--- src/rtl/cpu_pkg.sv ---
// ----------------------------------------------------------------------------
// cpu_pkg -- definitions shared by the instruction-fetch slice.
//   RESET_PC_DEF  : default PC fetched first after reset
//   INST_NOP_DEF  : default value shown on inst_out while no instruction is held
//   fetch_state_t : fetch FSM state encoding
//   pc_misaligned : true when a PC is not word aligned
// ----------------------------------------------------------------------------
package cpu_pkg;

   localparam logic [31:0] RESET_PC_DEF = 32'h0040_0000;
   localparam logic [31:0] INST_NOP_DEF = 32'h0000_0000;

   typedef enum logic [1:0] {
      FS_IDLE = 2'd0,
      FS_REQ  = 2'd1,
      FS_FULL = 2'd2,
      FS_ERR  = 2'd3
   } fetch_state_t;

   function automatic logic pc_misaligned(input logic [31:0] pc);
      return (pc[1:0] != 2'b00);
   endfunction

endpackage

--- src/rtl/if_perf_cnt.sv ---
// ----------------------------------------------------------------------------
// if_perf_cnt -- fetch performance counters (built only with IF_PERF_CNT_EN).
//   clk, rst   : clock, asynchronous active-high reset
//   fetch_inc  : one accepted instruction-memory response this cycle
//   stall_inc  : one request cycle spent waiting for the memory
//   fetch_cnt  : accepted responses, wraps at 2^32
//   stall_cnt  : wait cycles, wraps at 2^32
// ----------------------------------------------------------------------------
`ifdef IF_PERF_CNT_EN
module if_perf_cnt
   import cpu_pkg::*;
(
   input  logic        clk,
   input  logic        rst,
   input  logic        fetch_inc,
   input  logic        stall_inc,
   output logic [31:0] fetch_cnt,
   output logic [31:0] stall_cnt
);

   logic [31:0] fetch_cnt_r;
   logic [31:0] stall_cnt_r;

   // counter registers, free-running wrap on overflow
   always_ff @(posedge clk or posedge rst) begin
      if (rst) begin
         fetch_cnt_r <= 32'd0;
         stall_cnt_r <= 32'd0;
      end else begin
         if (fetch_inc) fetch_cnt_r <= fetch_cnt_r + 32'd1;
         if (stall_inc) stall_cnt_r <= stall_cnt_r + 32'd1;
      end
   end

   assign fetch_cnt = fetch_cnt_r;
   assign stall_cnt = stall_cnt_r;

endmodule
`endif

--- src/rtl/if_stage.sv ---
// ----------------------------------------------------------------------------
// if_stage -- single-entry instruction fetch stage.
//   Optional feature macro: IF_PERF_CNT_EN (fetch/stall counters; tied to 0
//   when undefined).
//   clk, rst                 : clock, asynchronous active-high reset
//   pc_in                    : current PC from the PC register
//   pc_ena, npc_out          : PC register write-enable and next PC
//   redirect, redirect_pc    : one-cycle taken branch/jump target
//   imem_req, imem_addr      : instruction-memory request
//   imem_ack, imem_rdata     : instruction-memory response
//   inst_valid/ready/out/pc  : valid/ready handshake towards decode
//   fetch_err                : sticky misaligned-PC flag
//   fetch_cnt, stall_cnt     : performance counters
// ----------------------------------------------------------------------------
module if_stage
   import cpu_pkg::*;
#(
   parameter logic [31:0] RESET_PC = RESET_PC_DEF,
   parameter logic [31:0] INST_NOP = INST_NOP_DEF
) (
   input  logic        clk,
   input  logic        rst,
   input  logic [31:0] pc_in,
   output logic        pc_ena,
   output logic [31:0] npc_out,
   input  logic        redirect,
   input  logic [31:0] redirect_pc,
   output logic        imem_req,
   output logic [31:0] imem_addr,
   input  logic        imem_ack,
   input  logic [31:0] imem_rdata,
   output logic        inst_valid,
   input  logic        inst_ready,
   output logic [31:0] inst_out,
   output logic [31:0] inst_pc,
   output logic        fetch_err,
   output logic [31:0] fetch_cnt,
   output logic [31:0] stall_cnt
);

   fetch_state_t state_r, state_s;
   logic         kill_r, kill_s;
   logic [31:0]  hold_addr_r;   // address of a request whose response will be dropped
   logic         inst_valid_r;
   logic [31:0]  inst_out_r;
   logic [31:0]  inst_pc_r;
   logic         fetch_err_r;
   logic         ack_ok_s;      // response accepted into the buffer
   logic [31:0]  tgt_pc_s;      // PC the next request will use

   assign ack_ok_s = (state_r == FS_REQ) && imem_ack && !kill_r && !redirect;
   assign tgt_pc_s = redirect ? redirect_pc : pc_in;

   // fetch state register
   always_ff @(posedge clk or posedge rst) begin
      if (rst) begin
         state_r <= FS_IDLE;
         kill_r  <= 1'b0;
      end else begin
         state_r <= state_s;
         kill_r  <= kill_s;
      end
   end

   // next-state logic; every entry into REQ re-checks the alignment of the
   // PC that request will use
   always_comb begin
      state_s = state_r;
      kill_s  = kill_r;
      case (state_r)
         FS_IDLE: begin
            state_s = pc_misaligned(tgt_pc_s) ? FS_ERR : FS_REQ;
         end
         FS_REQ: begin
            if (imem_ack) begin
               kill_s = 1'b0;
               if (redirect || kill_r) begin
                  state_s = pc_misaligned(tgt_pc_s) ? FS_ERR : FS_REQ;
               end else begin
                  state_s = FS_FULL;
               end
            end else if (redirect) begin
               // outstanding request now fetches a stale PC
               kill_s  = 1'b1;
               state_s = FS_REQ;
            end else begin
               kill_s  = kill_r;
               state_s = FS_REQ;
            end
         end
         FS_FULL: begin
            if (redirect || inst_ready) begin
               state_s = pc_misaligned(tgt_pc_s) ? FS_ERR : FS_REQ;
            end else begin
               state_s = FS_FULL;
            end
         end
         FS_ERR: begin
            state_s = FS_ERR;
         end
         default: begin
            state_s = FS_ERR;
            kill_s  = 1'b0;
         end
      endcase
   end

   // request and PC-update outputs; a killed request keeps its original
   // address on the bus until the memory answers
   always_comb begin
      imem_req  = (state_r == FS_REQ);
      imem_addr = kill_r ? hold_addr_r : pc_in;
      pc_ena    = !rst && (state_r != FS_ERR) && (redirect || ack_ok_s);
      if (redirect) begin
         npc_out = redirect_pc;
      end else begin
         npc_out = pc_in + 32'd4;
      end
   end

   // instruction buffer, kill address and sticky error flag
   always_ff @(posedge clk or posedge rst) begin
      if (rst) begin
         inst_valid_r <= 1'b0;
         inst_out_r   <= INST_NOP;
         inst_pc_r    <= RESET_PC;
         fetch_err_r  <= 1'b0;
         hold_addr_r  <= RESET_PC;
      end else begin
         if (ack_ok_s) begin
            inst_valid_r <= 1'b1;
            inst_out_r   <= imem_rdata;
            inst_pc_r    <= imem_addr;
         end else if ((state_r == FS_FULL) && (inst_ready || redirect)) begin
            inst_valid_r <= 1'b0;
            inst_out_r   <= INST_NOP;
         end
         if ((state_r == FS_REQ) && redirect && !imem_ack && !kill_r) begin
            hold_addr_r <= pc_in;
         end
         fetch_err_r <= fetch_err_r | (state_s == FS_ERR);
      end
   end

   assign inst_valid = inst_valid_r;
   assign inst_out   = inst_out_r;
   assign inst_pc    = inst_pc_r;
   assign fetch_err  = fetch_err_r;

`ifdef IF_PERF_CNT_EN
   logic stall_inc_s;
   assign stall_inc_s = (state_r == FS_REQ) && !imem_ack;

   if_perf_cnt u_perf_cnt (
      .clk       (clk),
      .rst       (rst),
      .fetch_inc (ack_ok_s),
      .stall_inc (stall_inc_s),
      .fetch_cnt (fetch_cnt),
      .stall_cnt (stall_cnt)
   );
`else
   assign fetch_cnt = 32'd0;
   assign stall_cnt = 32'd0;
`endif

endmodule

--- config.mk ---
export PLATFORM = sky130hd
export DESIGN_NAME = if_stage
export DESIGN_NICKNAME = d
export VERILOG_FILES = /design/src/rtl/cpu_pkg.sv /design/src/rtl/if_perf_cnt.sv /design/src/rtl/if_stage.sv
export SDC_FILE = /design/constraint.sdc
export NUM_CORES = 1
export LEC_CHECK = 0
export ABC_AREA = 1
export BUFFER_PORTS_ARGS = -buffer_cell sky130_fd_sc_hd__buf_2
export CORE_MARGIN = 8
export CORE_UTILIZATION = 42
export DETAILED_ROUTE_END_ITERATION = 8
export GPL_ROUTABILITY_DRIVEN = 0
export PLACE_DENSITY = 0.77
export REMOVE_ABC_BUFFERS = 1
export SYNTH_ARGS = -nofsm -noshare
export SYNTH_HDL_FRONTEND = slang
export SYNTH_SLANG_ARGS = --single-unit
--- constraint.sdc ---
create_clock -name clk -period 3.05 [get_ports clk]
set_input_delay 0.305 -clock clk [delete_from_list [all_inputs] [get_ports clk]]
set_output_delay 0.305 -clock clk [all_outputs]
set_load 0.02 [all_outputs]
[After elaboration in Yosys (flattened, before gate mapping)]
Cells that the tools add are included.
Cells by class
  mux-type cells: 14
  reductions and logical operators: 21
  bitwise gates (word level): 1
  equal/unequal tests: 5
  add/sub/neg operators: 1
Operators by type and width (count)
  32-bit two-way mux: 4
  32-bit by 3-bit adder with 32-bit output, second input constant: 1
  2-bit two-way mux: 5
  1-bit logical AND: 9
  2-bit one-hot mux with 4 select lines: 1
  2-bit equality test, second input constant: 3
  2-bit nonzero test: 3
  1-bit logical NOT: 4
  1-bit two-way mux: 4
  1-bit logical OR: 3
  2-bit by 1-bit equality test with 1-bit output, second input constant: 1
  2-bit logical NOT: 1
  2-bit inequality test, second input constant: 1
  2-bit AND reduction: 1
  1-bit OR: 1
Word-level totals
  output and inout bits: 196
  word-level logic and storage cells: 49
  bits in registers: 101
  input bits: 101

[Longest topological paths before layout]
  depth in word-level cells: 8
  gate-level depth with buffers: 10
  mapped depth without buffers: 10

[Worst setup path after synthesis]
OpenSTA, ideal clock, no wires.
  path kind: input to output
  start point: input rst
  end point: output pc_ena
  stages: 3
  arrival time: 3.165 ns
  path buffers: 0
  data required time: 2.745 ns
  setup slack: -0.420 ns
  cells stage by stage: inv_1 > o21ai_0 > a21oi_1
Between the ends
  longest elaborated chain between the ends: 3
Ends and longest elaborated chain
  start: declaration: line if_stage.sv:22  | input logic rst,
  1-bit logical NOT (no line)
  1-bit logical AND (2 in series): line if_stage.sv:113  | pc_ena = !rst && (state_r != FS_ERR) && (redirect || ack_ok_s);
  end: declaration: line if_stage.sv:24  | output logic pc_ena,
No other way between the ends.

[Final worst setup path]
  start point: input pc_in[2]
  end point: output npc_out[16]
Between the ends
  longest elaborated chain between the ends: 2
Ends and longest elaborated chain
  start: declaration: line if_stage.sv:23  | input logic [31:0] pc_in,
  32-bit by 3-bit adder with 32-bit output: line if_stage.sv:117  | npc_out = pc_in + 32'd4;
  32-bit two-way mux: line if_stage.sv:114  | if (redirect) begin
  end: declaration: line if_stage.sv:25  | output logic [31:0] npc_out,
No other way between the ends.

==> out/metrics.cfg <==
[clocking]
cts_buffers=9
clk_pin_slew_ns=0.07
clockBufferDepth=2
cts_repair_resize_count=0
cts_sinks=101
cts_root_buf=clkbuf_16
clock_latency_ns=0.35
cts_tree=yes
h-tree-depth=3
hold_buffers=1
post_cts_buffers=0

[logic_synthesis]
ys_ff_latch=101
yosysWarnings=0
synth.avg_cell_area_sq_um=6.927
synthDistinctLibCells=27
synth-seq-area-share=0.4277
syn-cell-area_sq_um=5916
syn-instance-count=854

[setup_path]
r2r_slack_ns=1.10
critical_path_required_ns=2.74
r2r_cells=6
critPathKind=in2out
cp_data_arrival_time_ns=1.89
r2r-start=state_r[1]$_DFF_PP0_
cp_max_fo=6
cp-end-kind=output pin
reg2reg_to=hold_addr_r[5]$_DFFE_PP0P_
start_kind=primary input

[min_path]
hold_class=in2reg
whs_endpoint=inst_out[5]$_DFFE_PP0P_
min_from=imem_rdata[5]
holdPathStages=3

[floorplan]
die_width_um=134.7
start_util=0.4278
num_rows=43
die_y_um=134.7
pin_count=297
die_area_sq_um=18140
core_area_sq_um=13830

[detailed_routing]
via_per_inst=4.751
avgRoutedWirePerCell_um=15.92
first_pass_iters=5
ant_nets=0
dr_total_vias=5962
drt_drc_violations_left=0
drt_iter0_markers=328
wirelength_um=19980

[pwr]
internal_power_mw=2.043
ir_drop_mv=0.2329
switchingPower_uw=800.3
power_density_nw_per_um2=393.5
p_sw_frac=0.2815
pwr-share-clk=0.393
p_leak_nw=4.342
seqPwrFrac=0.471
combPwrFrac=0.136

[layout]
antennaDiodeCount=0
nets=1172
finalNonFillerCells=1255
drive_above_1_share=0.2540
syn2layout_area_growth_pct=22.12
utilization=0.5225

[global_routing]
grt-ovfl-total=0
grt_max_degree=66
grt_antenna_before_repair=3
grt_usage=0.2183
grt_pass1_vias=5974
grt_pass1_wl_um=31480

[placed_design]
hpwl_um=15450
io_buffers=232
pre_cts_ws_ns=0.8140
dp_cells=1238

[sta]
rsz0062_at_grt=false
post-route-period-util=0.7181
clock_skew_ns=0.01399
slew_viol_final=0
setup-violations-final=0
finalSetupTns_ns=0
fin_ws_ns=0.8599
max_slew_margin=0.4468
tightest_slew_ns=0.8268
max_freq_ghz=0.4566
fin_crit_ns=2.190
hold_viol=0

[outcome]
status=finished, final reports clean

[run]
max_cap_violations=0

-- cells in the mapped netlist (all sizes together) --
cell    instances  area, sq um
dfstp           2        52.55
inv            46        172.7
ha              1        12.51
a21oi           7        38.79
nand3          49        245.2
o22ai           1        6.260
xor2            2        17.52
buf            88        644.4
o31ai           1        7.510
conb            1        3.750
clkbuf         13        50.04
nand2         395         1490
a21boi          1        7.510
o21ai          77        385.4
dfrtp          99         2477
nand4           1        6.260
a31oi           7        43.79
nor2           63        254.0
-- area by class of cell --
cell class | count | area (sq um)
Timing Repair Buffer | 243 | 1246
Fill cell | 1434 | 6603
Tap cell | 180 | 225.2
Clock buffer | 11 | 252.7
Inverter | 46 | 175.2
Sequential cell | 101 | 2531
Clock inverter | 5 | 35.03
Multi-Input combinational cell | 669 | 2759
-- flip-flops by register name (all words and copies together) (netlist names) --
name,flops
hold_addr_r,32
state_r,2
inst_pc,32
inst_valid,1
fetch_err,1
kill_r,1
inst_out,32
-- kinds of logic (layout without fill, tap and decap cells) --
group                    count (synthesis)  in the layout  share of synthesized area
AO/OA/AOI/OAI                           94             94                    0.08270
XOR/XNOR                                 2              2                   0.002962
adder cells (fa/ha/maj)                  1              1                   0.002115
buffers and inverters                  147            305                     0.1466
flip-flops                             101            101                     0.4277
other                                    1             64                  0.0006339
AND/OR/NAND/NOR                        508            508                     0.3374
-- stage by stage --
stage / instance area (sq um) / hold slack (ns) / total power, mW
after floorplan: 5458 / 0.4225 / 1.583
after global placement: 6927 / 0.3153 / 1.748
after detailed placement: 6927 / 0.3131 / 1.750
after CTS: 7224 / 0.1409 / 2.884
after global routing: 7224 / 0.1547 / 2.965
final: 7224 / 0.1566 / 2.843
-- worst max-delay path, stage by stage --
cell and delay [ns]:
buf_2 0.12, ha_1 0.26, nand3_1 0.17, nor2_1 0.40, nand4_1 0.22, a31oi_1 0.21, buf_2 0.18
-- worst max-delay path by stage --
stage             start  depth (start not counted)     endpoint  slack, ns
4_1_cts        pc_in[2]                          7  npc_out[16]       0.82
5_1_grt        pc_in[2]                         10  npc_out[18]       0.66
2_1_floorplan       rst                          3       pc_ena      -0.42
3_5_place_dp   pc_in[2]                          7  npc_out[16]       0.81
6_report       pc_in[2]                          7  npc_out[16]       0.86
3_3_place_gp   pc_in[2]                          7  npc_out[16]       0.86
-- cells in the final DEF (no fill, tap or decap) --
cell,count
clkinvlp_4,1
nand2_1,392
xor2_1,2
a21boi_0,1
clkinv_4,2
o21ai_1,8
buf_2,232
o31ai_1,1
nor2_1,60
nand4_1,1
nand3_1,49
o21ai_0,68
nand2_2,3
a21oi_1,6
nor2_4,2
clkinv_2,2
conb_1,64
dfrtp_2,1
clkbuf_8,2
o22ai_1,1
dfstp_2,2
clkbuf_16,9
inv_1,42
inv_2,3
dlygate4sd3_1,1
inv_4,1
a21oi_2,1
o21ai_2,1
nor2_2,1
buf_4,10
dfrtp_1,98
a31oi_1,7
ha_1,1
-- metal layers --
metal | vias to the layer above | track usage | part of all wire
met2 | 244 | 0.3719 | 0.48
met1 | 2724 | 0.2618 | 0.41
met4 | 6 | 0.06425 | 0.015
met5 | - | 0 | 0.0014
li1 | 2962 | - | -
met3 | 26 | 0.06129 | 0.091
-- power groups by stage --
stage | combinational, mW | clock, mW | sequential (mW)
5_1_grt | 0.430 | 1.20 | 1.34
2_1_floorplan | 0.218 | 0 | 1.36
3_3_place_gp | 0.384 | 0 | 1.36
3_5_place_dp | 0.385 | 0 | 1.36
6_report | 0.387 | 1.12 | 1.34
4_1_cts | 0.388 | 1.16 | 1.34
Power figures use the tool's default switching activity.
